===== config.mk =====
export PLATFORM = sky130hd
export DESIGN_NAME = gamecontrol_multi
export DESIGN_NICKNAME = d
export VERILOG_FILES = /design/src/rtl/game_pkg.sv /design/src/rtl/bcd_score_acc.sv /design/src/rtl/gamecontrol_multi.sv
export SDC_FILE = /design/constraint.sdc
export NUM_CORES = 1
export LEC_CHECK = 0
export CORE_UTILIZATION = 25
export CTS_BUF_LIST = sky130_fd_sc_hd__clkbuf_8
export DETAILED_ROUTE_END_ITERATION = 10
export SLEW_MARGIN = 0
export SYNTH_ARGS = -nofsm -noshare
export SYNTH_HDL_FRONTEND = slang
export SYNTH_SLANG_ARGS = --single-unit

===== constraint.sdc =====
create_clock -name clk -period 4.4 [get_ports clk]
set_input_delay 0.44 -clock clk [delete_from_list [all_inputs] [get_ports clk]]
set_output_delay 0.44 -clock clk [all_outputs]
set_load 0.005 [all_outputs]

===== src/rtl/game_pkg.sv =====
// Shared level encoding, FSM states and per-level lookups for the Morse number game.
package game_pkg;

    localparam logic [1:0] LVL_EASY    = 2'd0;
    localparam logic [1:0] LVL_MED     = 2'd1;
    localparam logic [1:0] LVL_HARD    = 2'd2;
    localparam logic [1:0] LVL_INVALID = 2'd3;

    typedef enum logic [2:0] {
        StIdle,
        StNewRound,
        StWaitGuess,
        StFeedback,
        StDone
    } state_e;

    // x^16+x^14+x^13+x^11 in right-shifting Fibonacci form: taps on bits 0, 2, 3, 5
    localparam logic [15:0] LFSR_TAPS = 16'h002D;

    function automatic logic [6:0] level_limit(input logic [1:0] lvl,
                                               input logic [6:0] easy,
                                               input logic [6:0] med,
                                               input logic [6:0] hard);
        case (lvl)
            LVL_EASY: return easy;
            LVL_MED:  return med;
            LVL_HARD: return hard;
            default:  return 7'd0;
        endcase
    endfunction

    function automatic logic [3:0] level_points(input logic [1:0] lvl,
                                                input logic [3:0] easy,
                                                input logic [3:0] med,
                                                input logic [3:0] hard);
        case (lvl)
            LVL_EASY: return easy;
            LVL_MED:  return med;
            LVL_HARD: return hard;
            default:  return 4'd0;
        endcase
    endfunction

    function automatic logic [15:0] lfsr_step(input logic [15:0] s);
        return {^(s & LFSR_TAPS), s[15:1]};
    endfunction

    function automatic logic [3:0] lfsr_digit(input logic [3:0] v);
        return (v >= 4'd10) ? v - 4'd10 : v;
    endfunction

endpackage


===== src/rtl/bcd_score_acc.sv =====
// Two-digit BCD score register: add points with carry (saturating at 99),
// subtract one with borrow (floored at 00), synchronous clear.
module bcd_score_acc (
    input  logic       clk_i,
    input  logic       rst_ni,
    input  logic       clear_i,
    input  logic       add_i,
    input  logic [3:0] points_i,
    input  logic       sub1_i,
    output logic [3:0] ones_o,
    output logic [3:0] tens_o
);

    logic [3:0] ones_q, ones_d;
    logic [3:0] tens_q, tens_d;
    logic [4:0] ones_sum;
    logic [4:0] ones_wrap;

    always_comb begin
        ones_d    = ones_q;
        tens_d    = tens_q;
        ones_sum  = {1'b0, ones_q} + {1'b0, points_i};
        ones_wrap = ones_sum - 5'd10;
        if (clear_i) begin
            ones_d = 4'd0;
            tens_d = 4'd0;
        end else if (add_i) begin
            if (ones_sum >= 5'd10) begin
                // A carry out of the tens digit pins the score at 99
                if (tens_q == 4'd9) begin
                    ones_d = 4'd9;
                    tens_d = 4'd9;
                end else begin
                    ones_d = ones_wrap[3:0];
                    tens_d = tens_q + 4'd1;
                end
            end else begin
                ones_d = ones_sum[3:0];
            end
        end else if (sub1_i) begin
            if (ones_q != 4'd0) begin
                ones_d = ones_q - 4'd1;
            end else if (tens_q != 4'd0) begin
                ones_d = 4'd9;
                tens_d = tens_q - 4'd1;
            end
        end
    end

    always_ff @(posedge clk_i) begin
        if (!rst_ni) begin
            ones_q <= 4'd0;
            tens_q <= 4'd0;
        end else begin
            ones_q <= ones_d;
            tens_q <= tens_d;
        end
    end

    assign ones_o = ones_q;
    assign tens_o = tens_q;

endmodule


===== src/rtl/gamecontrol_multi.sv =====
// Round controller for the Morse number game: runs ROUNDS rounds at a latched
// difficulty, drives the countdown timer and keeps a saturating BCD score.
module gamecontrol_multi
    import game_pkg::*;
#(
    parameter int unsigned ROUNDS          = 10,
    parameter int unsigned FEEDBACK_CYCLES = 50_000_000,
    parameter logic [6:0]  EASY_LIMIT      = 7'd99,
    parameter logic [6:0]  MED_LIMIT       = 7'd60,
    parameter logic [6:0]  HARD_LIMIT      = 7'd30,
    parameter logic [3:0]  EASY_PTS        = 4'd1,
    parameter logic [3:0]  MED_PTS         = 4'd2,
    parameter logic [3:0]  HARD_PTS        = 4'd3,
    parameter logic [15:0] SEED            = 16'hACE1
) (
    input  logic       clk,
    input  logic       rst,
    input  logic       start,
    input  logic [1:0] level,
    input  logic       guess_load,
    input  logic [3:0] digit,
    input  logic       timeout,
    input  logic       logout_req,
    output logic       timer_reconfig,
    output logic       timer_enable,
    output logic [6:0] timer_limit,
    output logic [3:0] number,
    output logic       number_valid,
    output logic [3:0] score_ones,
    output logic [3:0] score_tens,
    output logic       correct,
    output logic [3:0] round_idx,
    output logic       game_over,
    output logic       logout_done
);

    state_e      state_q, state_d;
    logic [1:0]  level_q, level_d;
    logic [15:0] lfsr_q, lfsr_d;
    logic [3:0]  number_q, number_d;
    logic [3:0]  round_q, round_d;
    logic [31:0] fb_cnt_q, fb_cnt_d;
    logic        correct_q, correct_d;
    logic        logout_q, logout_d;
    logic        sc_clear, sc_add, sc_sub1;
    logic        abort;
    logic [3:0]  round_inc;

    assign abort     = (state_q != StIdle) && (logout_req || !start);
    assign round_inc = round_q + 4'd1;

    always_comb begin
        state_d   = state_q;
        level_d   = level_q;
        lfsr_d    = lfsr_q;
        number_d  = number_q;
        round_d   = round_q;
        fb_cnt_d  = fb_cnt_q;
        correct_d = correct_q;
        logout_d  = 1'b0;
        sc_clear  = 1'b0;
        sc_add    = 1'b0;
        sc_sub1   = 1'b0;
        if (abort) begin
            state_d   = StIdle;
            logout_d  = 1'b1;
            sc_clear  = 1'b1;
            round_d   = 4'd0;
            number_d  = 4'd0;
            correct_d = 1'b0;
        end else begin
            unique case (state_q)
                StIdle: begin
                    if (start && (level != LVL_INVALID)) begin
                        level_d  = level;
                        sc_clear = 1'b1;
                        round_d  = 4'd0;
                        state_d  = StNewRound;
                    end
                end
                StNewRound: begin
                    lfsr_d    = lfsr_step(lfsr_q);
                    number_d  = lfsr_digit(lfsr_d[3:0]);
                    correct_d = 1'b0;
                    state_d   = StWaitGuess;
                end
                StWaitGuess: begin
                    // A guess in the same cycle as a timeout wins; the timeout is dropped
                    if (guess_load || timeout) begin
                        fb_cnt_d = 32'd0;
                        state_d  = StFeedback;
                        if (guess_load && (digit == number_q)) begin
                            correct_d = 1'b1;
                            sc_add    = 1'b1;
                        end else begin
                            correct_d = 1'b0;
                            sc_sub1   = (level_q == LVL_HARD);
                        end
                    end
                end
                StFeedback: begin
                    if (fb_cnt_q == FEEDBACK_CYCLES - 1) begin
                        round_d   = round_inc;
                        correct_d = 1'b0;
                        state_d   = (round_inc == 4'(ROUNDS)) ? StDone : StNewRound;
                    end else begin
                        fb_cnt_d = fb_cnt_q + 32'd1;
                    end
                end
                StDone: begin
                    if (guess_load) begin
                        state_d  = StIdle;
                        logout_d = 1'b1;
                        sc_clear = 1'b1;
                        round_d  = 4'd0;
                        number_d = 4'd0;
                    end
                end
                default: state_d = StIdle;
            endcase
        end
    end

    always_ff @(posedge clk) begin
        if (!rst) begin
            state_q   <= StIdle;
            level_q   <= LVL_EASY;
            lfsr_q    <= SEED;
            number_q  <= 4'd0;
            round_q   <= 4'd0;
            fb_cnt_q  <= 32'd0;
            correct_q <= 1'b0;
            logout_q  <= 1'b0;
        end else begin
            state_q   <= state_d;
            level_q   <= level_d;
            lfsr_q    <= lfsr_d;
            number_q  <= number_d;
            round_q   <= round_d;
            fb_cnt_q  <= fb_cnt_d;
            correct_q <= correct_d;
            logout_q  <= logout_d;
        end
    end

    bcd_score_acc u_score (
        .clk_i    (clk),
        .rst_ni   (rst),
        .clear_i  (sc_clear),
        .add_i    (sc_add),
        .points_i (level_points(level_q, EASY_PTS, MED_PTS, HARD_PTS)),
        .sub1_i   (sc_sub1),
        .ones_o   (score_ones),
        .tens_o   (score_tens)
    );

    assign timer_reconfig = (state_q == StNewRound);
    assign timer_enable   = (state_q == StWaitGuess);
    assign number_valid   = (state_q == StWaitGuess) || (state_q == StFeedback);
    assign game_over      = (state_q == StDone);
    assign timer_limit    = (state_q == StIdle) ? 7'd0
                          : level_limit(level_q, EASY_LIMIT, MED_LIMIT, HARD_LIMIT);
    assign number         = number_q;
    assign round_idx      = round_q;
    assign correct        = correct_q;
    assign logout_done    = logout_q;

endmodule


== Word level (Yosys, flattened, before mapping) ==
Cells that the tools add are included.
Word-level totals
  register bits after elaboration: 71
  bits in latches: 0
  RAM bits: 0
  ROM bits: 0
  input port bits: 12
  output and inout port bits: 29
  word-level logic and storage cells: 118
  memories kept: 0
Cells by class
  $add $sub $neg: 8
  multiply operators: 0
  div/mod/pow operators: 0
  magnitude comparators: 2
  equal/unequal tests: 18
  shift operators: 0
  mux-type cells: 47
  bitwise operators: 2
  reduce and logical (&&, ||, !) cells: 31
Operator list (number)
  32-bit 2-to-1 mux: 2
  4-bit 2-to-1 mux: 16
  32-bit case mux with 2 select lines: 1
  32-bit by 1-bit adder with 32-bit output, second input constant: 1
  32-bit by 26-bit == test with 1-bit output, second input constant: 1
  7-bit case mux with 3 select lines: 1
  4-bit AND reduction: 4
  16-bit parity: 1
  1-bit 2-to-1 mux: 15
  3-bit 2-to-1 mux: 5
  3-bit case mux with 5 select lines: 1
  2-bit != test, second input constant: 6
  4-bit case mux with 3 select lines: 1
  3-bit nonzero test: 4
  4-bit by 1-bit adder with 4-bit output, second input constant: 2
  4-bit == test, second input constant: 2
  4-bit case mux with 2 select lines: 1
  2-bit nonzero test: 4
  4-bit nonzero test: 2
  4-bit by 1-bit subtractor with 4-bit output, second input constant: 2
  4-bit subtractor, second input constant: 2
  7-bit 2-to-1 mux: 1
  3-bit by 2-bit == test with 1-bit output, second input constant: 2
  2-bit case mux with 3 select lines: 1
  other kinds (20): 30

== Logic depth before layout (Yosys ltp) ==
Gate-level depths: netlist (run 1).
  word-level depth: 8
  gate-level depth with buffers: 10

== Cells and area by module ==
A second synthesis (run 1) with hierarchy kept.
Second synthesis, totals
  cells, all modules: 557
  area, all modules: 4416.7 um2
Modules (own cells, without submodules)
  gamecontrol_multi: instances 1, cells an instance 439, area an instance 3450.8 um2
  bcd_score_acc: instances 1, cells an instance 118, area an instance 965.9 um2

== Worst setup path after synthesis (run 1) ==
No wires, ideal clock.
  path type: flip-flop to flip-flop
  start point: register level_q[0]
  end point: register u_score.ones_q[1] (netlist: u_score.ones_o[1])
  arrival: 2.684 ns
  required time: 4.313 ns
  path slack: 1.630 ns
  stages on the path, launching flop included: 9
  path buffers: 0
  path through: dfxtp_1 -> inv_1 -> ha_1 -> fa_1 -> inv_1 -> o41a_1 -> o22ai_1 -> mux2_2 -> a211oi_1
On the way
  longest elaborated chain between the ends: 7
  elaborated cells between the ends (all ways): 16
  those cells by class: 2 x add/sub; 1 x order compare; 2 x eq/ne; 8 x mux; 3 x reduce/logical
Ends and longest elaborated chain
  start: declaration: RTL line gamecontrol_multi.sv:38  | logic [1:0] level_q, level_d;
  start signal: assignment: RTL line gamecontrol_multi.sv:136  | level_q <= level_d;
  2-bit == test, or another cell as far along: RTL line game_pkg.sv:36, gamecontrol_multi.sv:97
  2-bit case mux with 3 select lines / 1-bit 2-to-1 mux (equally long branches): RTL line game_pkg.sv:36, gamecontrol_multi.sv:92
  4-bit by 2-bit adder with 5-bit output / 1-bit 2-to-1 mux (equally long branches): RTL line bcd_score_acc.sv:22, gamecontrol_multi.sv:89
  4-bit subtractor / 1-bit 2-to-1 mux (equally long branches): RTL line bcd_score_acc.sv:23, gamecontrol_multi.sv:72
  4-bit 2-to-1 mux / 1-bit 2-to-1 mux (equally long branches): RTL line bcd_score_acc.sv:30, gamecontrol_multi.sv:64
  4-bit 2-to-1 mux / 2-bit nonzero test (equally long branches)
  4-bit 2-to-1 mux / 2-bit AND reduction (equally long branches)
  end signal: assignment: RTL line bcd_score_acc.sv:55  | ones_q <= ones_d;
  end: declaration: RTL line bcd_score_acc.sv:14  | logic [3:0] ones_q, ones_d;
Several ways; a longest one is shown, not always the timed one.
A chain may end at the register's enable or synchronous reset.

== Worst setup path after layout (run 1) ==
Ends and elaborated chain as after synthesis.

==> impl_metrics.toml, run 1 <==
[outcome]
outcome = "complete, no violations"

[sta]
setup_viol = 0
rsz0062_at_grt = "no"
skew_ns = 0.0124
setup_tns_ns = 0
layout_worst_path_cycle_share_pct = 71.6
period_needed_ns = 3.15
slew_headroom_pct = 41.6
max_slew.worst_pin.slew_ns = 0.871
slew_viol_final = 0
max_freq_ghz = 0.317
hold_viol = 0

[clock_tree]
cts_hold_buffers = 0
cts_sinks = 71
insertion_delay_ns = 0.35
cts_buffers = 9
ctsResizeCount = 0
clk_pin_slew_ns = 0.08
cts_tree = "built"
cts_root_buf = "clkbuf_8"
cts_max_level = 3
cts_setup_buffers = 0
cts_buffer_depth = 2

[setup_path]
worstPathCellList = "inv_1 -> ha_1 -> fa_1 -> xnor2_1 -> ha_1 -> o41a_1 -> o22ai_1 -> mux2_2 -> a211oi_1"
cpMostUsedCell = "ha_1"
endpoint_kind = "register"
worstSetupPathType = "reg -> reg"
crit_required_ns = 4.66
cp_data_arrival_time_ns = 3.41
crit_path_start_kind = "register"
cp_slowest_cell = "o22ai_1"
path_max_fanout = 9
critical-path-max-stage-delay_ns = 0.56

[global_routing]
grt_usage_pct = 12.4
grt_remaining_overflow = 0
grt_start_max_net_pins = 32
grt_pass1_vias = 3492
grt_pass1_wl_um = 16700
antenna_found_initial = 0

[synth]
synthTopCellsByArea = "dfxtp_1 35%, nand2_1 5.3%, ha_1 5.2%"
synth.avg_cell_area_um2 = 8.10
synth_seq_cells = 71
synth-main-ff-cell = "dfxtp_1"
yosys_warnings = 0
synthTopCellsByCount = "71 x dfxtp_1, 58 x nand2_1, 32 x a21oi_1"
yosysMostFrequentCell = "dfxtp_1"
ys_seq_area_share_pct = 34.7
syn-cell-area_um2 = 4090
syn_nets = 535
ys_types = 60
synth-edff-count = 0
yosys.area.top_type = "dfxtp_1"
synth_top_area_share_pct = 34.7
async_flop_share_pct = 0
postSynthCellCount = 505

[floorplan]
num_rows = 46
start_util_pct = 25.7
dieArea_um2 = 16900
core_um2 = 15900
ioPinCount = 41
die_w_um = 130
die_h_um = 130

[route]
drt_wl_total_um = 10000
vias = 3827
ant_nets = 0
drc_errors = 0
vias_per_cell = 5.06
wl_per_cell_um = 13.2
drtIter0Drc = 245
first_pass_iters = 4

[final_layout]
instances_no_fill = 756
area_delta_synth_final_pct = 19.1
antenna_cells = 0
layout-drive-gt1-share_pct = 7.22
nets = 565

[power]
power_density_nw_per_um2 = 283
peakVddDrop_mv = 0.101
p_leak_nw = 1.59

[run]
maxCapViolCount = 0

[min_path]
min-delay-path-class = "reg -> reg"

[placement]
io_buffers = 40
hpwl_um = 7290
placedCellCount = 740
gp_congestion = 0.858
through the flow:
step                      worst slack, ns  utilization, %  power [W]  hold WS, ns  instance area (um^2)
after global placement               1.43            29.4   0.000879        0.449                  4690
after detailed placement             1.30            29.4   0.000884        0.456                  4690
after floorplan                      1.63               -   0.000812        0.440                  4090
final                                1.25            30.6    0.00138        0.471                  4870
after global routing                 1.06            30.6    0.00144        0.484                  4870
after CTS                            1.29            30.6    0.00140        0.476                  4870
per-layer routing:
metal | routed length (um) | global-route usage [%]
met3 | 621 | 2.75
met1 | 4790 | 16.2
met4 | 107 | 6.43
met2 | 4480 | 19.0
met5 | 0 | 0
final timing paths:
| check | from | to | slack, ns | cells past startpoint |
|---|---|---|---|---|
| max reg2reg | level_q[0] | u_score.ones_o[1] | 1.25 | 9 |
| min reg2reg | lfsr_q[8] | lfsr_q[8] | 0.47 | 2 |
| max | level_q[0] | u_score.ones_o[1] | 1.25 | 9 |
| min | lfsr_q[8] | lfsr_q[8] | 0.47 | 2 |
registers in the layout, indices dropped and copies added, names as in the netlist:
signal / count
fb_cnt_q: 32
state_q: 3
logout_done: 1
lfsr_q: 16
round_idx: 4
u_score.tens_o: 4
correct: 1
level_q: 2
number: 4
u_score.ones_o: 4
worst max-delay path, delay by kind of cell (launching register included):
family / cells / cell delay, ns
mux: 1 / 0.41
fa+ha+maj: 3 / 1.07
buf+inv: 1 / 0.11
flops: 1 / 0.38
xor+xnor: 1 / 0.17
compound gates: 3 / 0.93
report_power, final:
| group | switching, W | internal [W] | leakage (nW) | total (W) |
|---|---|---|---|---|
| clock network | 0.000249 | 0.000258 | 0.103 | 0.000507 |
| logic | 0.000114 | 0.0000859 | 0.918 | 0.000200 |
| registers | 0.0000157 | 0.000655 | 0.573 | 0.000670 |
placed cells by master, fill, tap and decap left out, types with 5 or more instances in the layout:
cell	instances
and3_1	9
nor3_1	12
nand4_1	22
nor4_1	12
buf_4	6
a21oi_1	32
clkinv_2	5
nor2_1	29
and2_1	8
inv_1	14
xnor2_1	10
clkdlybuf4s50_1	40
o211ai_1	6
o21ai_0	26
nand2b_1	8
or3_1	21
nand2_1	58
a211oi_1	12
clkbuf_8	9
a21boi_0	10
nand3_1	26
ha_1	17
dfxtp_1	71
xor2_1	9
final cells by class:
cell class / count / area [um^2]
fillers: 1647 / 11100
well taps: 216 / 270
clock buffers: 9 / 124
inverters: 16 / 60.1
flip-flops and latches: 71 / 1420
multi-input cells: 391 / 2490
repair buffers: 46 / 445
clock inverters: 7 / 63.8
kinds of logic (layout without fill, tap and decap cells):
group | after synthesis | count (layout) | synth area share, %
xor gates and xnor gates | 19 | 19 | 4.07
DFF | 71 | 71 | 34.7
adders and majority gates | 18 | 18 | 5.69
muxes | 3 | 3 | 0.795
buffers and inverters | 43 | 78 | 4.92
AOI/OAI and AO/OA | 119 | 119 | 19.5
and+or+nand+nor | 232 | 232 | 30.3
No activity file was read; power rests on OpenSTA's default activity.
==> run 2: changes to the inputs <==
==> constraint.sdc (replaced) <==
create_clock -name clk -period 3.2 [get_ports clk]
set_input_delay 0.32 -clock clk [delete_from_list [all_inputs] [get_ports clk]]
set_output_delay 0.32 -clock clk [all_outputs]
set_load 0.005 [all_outputs]
==> run 2 against run 1 <==
Against the previous run: total power is 41% higher; first-iteration DRC count is 2.4% lower; routed wire length is 1.1% higher; sequential power is 38% higher; fmax is 12% higher; non-clock buffer count is 5 higher; sequential cell count stayed put; critical endpoint unchanged.
==> impl_metrics.toml, run 2 (same netlist as run 1, synthesis figures left out) <==
[outcome]
outcome = "complete, no violations"

[clock_tree]
cts_max_level = 3
cts_setup_buffers = 0
cts_hold_buffers = 0
clk_pin_slew_ns = 0.09
cts_buffer_depth = 2
cts_sinks = 71
cts_buffers = 9
ctsResizeCount = 0
insertion_delay_ns = 0.35
cts_root_buf = "clkbuf_8"
cts_tree = "built"

[sta]
rsz0062_at_grt = "no"
layout_worst_path_cycle_share_pct = 88.2
max_slew.worst_pin.slew_ns = 0.880
setup_viol = 0
setup_tns_ns = 0
hold_viol = 0
skew_ns = 0.0137
max_freq_ghz = 0.354
slew_headroom_pct = 41.0
period_needed_ns = 2.82
slew_viol_final = 0

[route]
wl_met2_um = 4620
wl_met1_um = 4950
top_layer = "met4"
drt_wl_total_um = 10100
ant_nets = 0
wl_met3_um = 457
drtIter0Drc = 239
vias_per_cell = 4.99
wl_per_cell_um = 13.3
first_pass_iters = 5
drc_errors = 0
vias = 3794

[final_layout]
antenna_cells = 0
nets = 570
largest_reg_flops = 32
layout-drive-gt1-share_pct = 7.71
design_area_um2 = 4930
multi_input_area_um2 = 2480
ff_latch_area_um2 = 1420
area_delta_synth_final_pct = 20.4
final_common_cell = "dfxtp_1"
final_cell_mix = "71 x dfxtp_1, 58 x nand2_1, 40 x clkdlybuf4s50_1, 32 x a21oi_1, 29 x nor2_1"
reg_top3 = "fb_cnt_q (32), lfsr_q (16)"
n_fill_cell = 1678
largest-register = "fb_cnt_q"

[min_path]
min-delay-path-class = "reg -> reg"
hp-start = "lfsr_q[10]"

[power]
combPwrFrac_pct = 14.4
swShare_pct = 26.8
pwr-share-seq_pct = 47.3
peakVddDrop_mv = 0.232
p_leak_nw = 1.62
power_density_nw_per_um2 = 395
p_switching_w = 0.000523
clock_power_share_pct = 38.3
p_int_w = 0.00142

[floorplan]
num_rows = 46
die_h_um = 130
dieArea_um2 = 16900
die_w_um = 130
start_util_pct = 25.7
ioPinCount = 41
core_um2 = 15900

[placement]
hpwl_um = 7400
gp_congestion = 0.838
io_buffers = 40
place_area_um2 = 4720

[setup_path]
crit_required_ns = 3.47
crit_path_start_kind = "register"
cp_data_arrival_time_ns = 3.09
path_max_fanout = 4
worstReg2RegStart = "level_q[0]"
worstSetupPathType = "reg -> reg"
startpoint = "level_q[0]"
endpoint_kind = "register"

[global_routing]
grt_usage_pct = 12.5
grt_remaining_overflow = 0
antenna_found_initial = 0
grt_pass1_wl_um = 17000
grt_start_max_net_pins = 31
grt_pass1_vias = 3539

[run]
maxCapViolCount = 0
==> run 2: cell count changes in the layout (fill, tap and decap cells not counted), sizes merged <==
cell and change:
inv +1, buf +5, clkinv -5, clkbuf +2, clkinvlp +2
==> run 2: power by group through the flow <==
| stage | sequential, W | combinational, W | clock (W) |
|---|---|---|---|
| CTS | 0.000921 | 0.000282 | 0.000767 |
| floorplan | 0.000931 | 0.000185 | 0 |
| global placement | 0.000940 | 0.000273 | 0 |
| finish | 0.000922 | 0.000280 | 0.000745 |
| detailed placement | 0.000941 | 0.000281 | 0 |
| global route | 0.000925 | 0.000313 | 0.000811 |
==> run 2: per-layer routing <==
layer  vias to the layer above  track usage, %
li1                       1918               -
met1                      1807            17.0
met2                        65            19.4
met3                         4            2.75
met4                         0            4.51
met5                         -               0
==> run 2: critical path, cell delays in order (launching register included) <==
cell,delay (ns)
dfxtp_1,0.38
inv_1,0.11
ha_1,0.36
fa_1,0.55
inv_1,0.09
o41a_1,0.38
o22ai_1,0.26
mux2_2,0.39
a211oi_1,0.23
==> run 2: cell type report <==
class | count | area share [%]
timing repair buffer | 51 | 9.80
tap | 216 | 5.49
multi-input combinational | 391 | 50.4
clock buffer | 11 | 3.07
sequential | 71 | 28.8
clock inverter | 5 | 1.17
inverter | 16 | 1.22
==> run 2: stage by stage <==
step / utilization, % / power, W / hold WS [ns] / setup WS (ns) / std cells
3_3_place_gp: 29.6 / 0.00121 / 0.448 / 0.515 / 745
5_1_grt: 30.9 / 0.00205 / 0.490 / 0.142 / 761
2_1_floorplan: - / 0.00112 / 0.440 / 0.430 / 505
6_report: 30.9 / 0.00195 / 0.468 / 0.377 / 761
3_5_place_dp: 29.6 / 0.00122 / 0.458 / 0.397 / 745
4_1_cts: 30.9 / 0.00197 / 0.472 / 0.380 / 761
==> run 2: path summary, 6_finish.rpt <==
path	cells past startpoint	end	slack, ns
max	8	u_score.ones_o[1]	0.38
min	2	lfsr_q[9]	0.47
max reg2reg	8	u_score.ones_o[1]	0.38
min reg2reg	2	lfsr_q[9]	0.47
==> run 3: changes to the inputs <==
--- a/config.mk
+++ b/config.mk
@@ -5,6 +5,7 @@
 export SDC_FILE = /design/constraint.sdc
 export NUM_CORES = 1
 export LEC_CHECK = 0
+export CORE_ASPECT_RATIO = 0.6
 export CORE_UTILIZATION = 25
 export CTS_BUF_LIST = sky130_fd_sc_hd__clkbuf_8
 export DETAILED_ROUTE_END_ITERATION = 10
==> run 3 against run 2 <==
Against the previous run: utilization is 0.54 points higher; first-iteration DRC count increased by 100%; routed wire length up 11%; sequential cell count stayed put; sequential power is essentially flat; clock skew shrank 0.0046 ns; die area barely moved.
==> impl_metrics.toml, run 3 (same netlist as run 1, synthesis figures left out) <==
[outcome]
outcome = "complete, no violations"

[floorplan]
die_w_um = 167
die_h_um = 101
core_um2 = 15700
num_rows = 35
start_util_pct = 26.1
ioPinCount = 41
dieArea_um2 = 16900

[final_layout]
n_fill_cell = 1638
utilization_pct = 31.4
final_common_cell = "dfxtp_1"
largest-register = "fb_cnt_q"
area_delta_synth_final_pct = 20.5
antenna_cells = 0
final_cell_mix = "71 x dfxtp_1, 58 x nand2_1, 40 x clkdlybuf4s50_1, 32 x a21oi_1, 29 x nor2_1"
reg_top3 = "fb_cnt_q (32), lfsr_q (16)"
layout-drive-gt1-share_pct = 7.89
largest_reg_flops = 32
nets = 570

[setup_path]
startpoint = "level_q[0]"
cpMostUsedCell = "ha_1"
crit_required_ns = 3.44
critical-path-max-stage-delay_ns = 0.47
cp_data_arrival_time_ns = 3.16
worstPathCellList = "inv_1 -> ha_1 -> fa_1 -> xnor2_1 -> ha_1 -> o41a_1 -> o22ai_1 -> buf_4 -> a32oi_1 -> mux2_2"
worstReg2RegStart = "level_q[0]"
path_max_fanout = 9
crit_path_start_kind = "register"
worstSetupPathType = "reg -> reg"
cp_slowest_cell = "fa_1"
cp_top_family = "adder cells"
timing.critical_path.buf_inv = 2
endpoint_kind = "register"

[power]
p_switching_w = 0.000581
peakVddDrop_mv = 0.190
clock_power_share_pct = 41.0
swShare_pct = 28.3
combPwrFrac_pct = 14.1
p_leak_nw = 1.62
power_density_nw_per_um2 = 416
p_int_w = 0.00147
pwr-share-seq_pct = 44.9

[clock_tree]
cts_root_buf = "clkbuf_8"
insertion_delay_ns = 0.35
ctsResizeCount = 0
cts_sinks = 71
clk_pin_slew_ns = 0.08
cts_buffers = 9
cts_tree = "built"
cts_hold_buffers = 0
cts_buffer_depth = 2
cts_max_level = 3
cts_setup_buffers = 0

[sta]
period_needed_ns = 2.92
hold_viol = 0
slew_headroom_pct = 35.3
setup_viol = 0
skew_ns = 0.00913
setup_tns_ns = 0
max_freq_ghz = 0.343
max_slew.worst_pin.slew_ns = 0.960
rsz0062_at_grt = "no"
slew_viol_final = 0
layout_worst_path_cycle_share_pct = 91.2
hold_ws_ns = 0.466

[min_path]
min-delay-path-class = "reg -> reg"
hp-start = "lfsr_q[15]"

[route]
wl_per_cell_um = 15.0
vias_per_cell = 5.31
ant_nets = 0
drtIter0Drc = 484
vias = 3973
drt_wl_total_um = 11200
first_pass_iters = 5
drc_errors = 0

[global_routing]
antenna_found_initial = 0
grt_pass1_wl_um = 18800
grt_usage_pct = 13.8
grt_remaining_overflow = 0
grt_start_max_net_pins = 25
grt_pass1_vias = 3597

[placement]
io_buffers = 40
hpwl_um = 8380
gp_congestion = 0.870

[run]
maxCapViolCount = 0
==> run 3: metrics by stage <==
step                std cells  area [um^2]  power, W  setup slack [ns]
global placement          732         4700   0.00122             0.466
floorplan                 505         4090   0.00112             0.430
CTS                       748         4930   0.00207             0.299
global route              748         4930   0.00215             0.105
finish                    748         4930   0.00205             0.282
detailed placement        732         4700   0.00123             0.327
==> run 3: layer usage <==
layer	global-route usage [%]	vias up	part of all wire (%)
met5	0	-	0
met4	3.18	0	0.52
met3	3.42	8	5.6
met2	18.5	143	39
met1	21.4	1893	55
li1	-	1929	-
==> run 3: power by group through the flow <==
stage                     Combinational [W]  Sequential (W)  Clock [W]
after floorplan                    0.000185        0.000931          0
after global placement             0.000280        0.000941          0
after detailed placement           0.000285        0.000942          0
after CTS                          0.000287        0.000922   0.000858
after global routing               0.000316        0.000925   0.000905
final                              0.000289        0.000922   0.000841
==> run 3: final cells by class <==
type                    count  area, um^2  share of cell area, %
clock buffers               9         124                   2.51
repair buffers             51         483                   9.80
clock inverters             7         104                   2.11
multi-input cells         391        2480                   50.4
well taps                 203         254                   5.15
flip-flops and latches     71        1420                   28.8
inverters                  16        60.1                   1.22
==> run 3: worst paths after layout <==
check                           cells after the start                 to  slack [ns]
worst max-delay path                               10  u_score.tens_o[3]        0.28
worst min-delay path                                2         lfsr_q[14]        0.47
worst max register to register                     10  u_score.tens_o[3]        0.28
worst min register to register                      2         lfsr_q[14]        0.47
==> run 3: tightest hold or removal path, delay by kind of cell (launching register included) <==
kind,cells,cell delay (ns)
flops,1,0.32
compound gates,1,0.06
simple gates,1,0.05
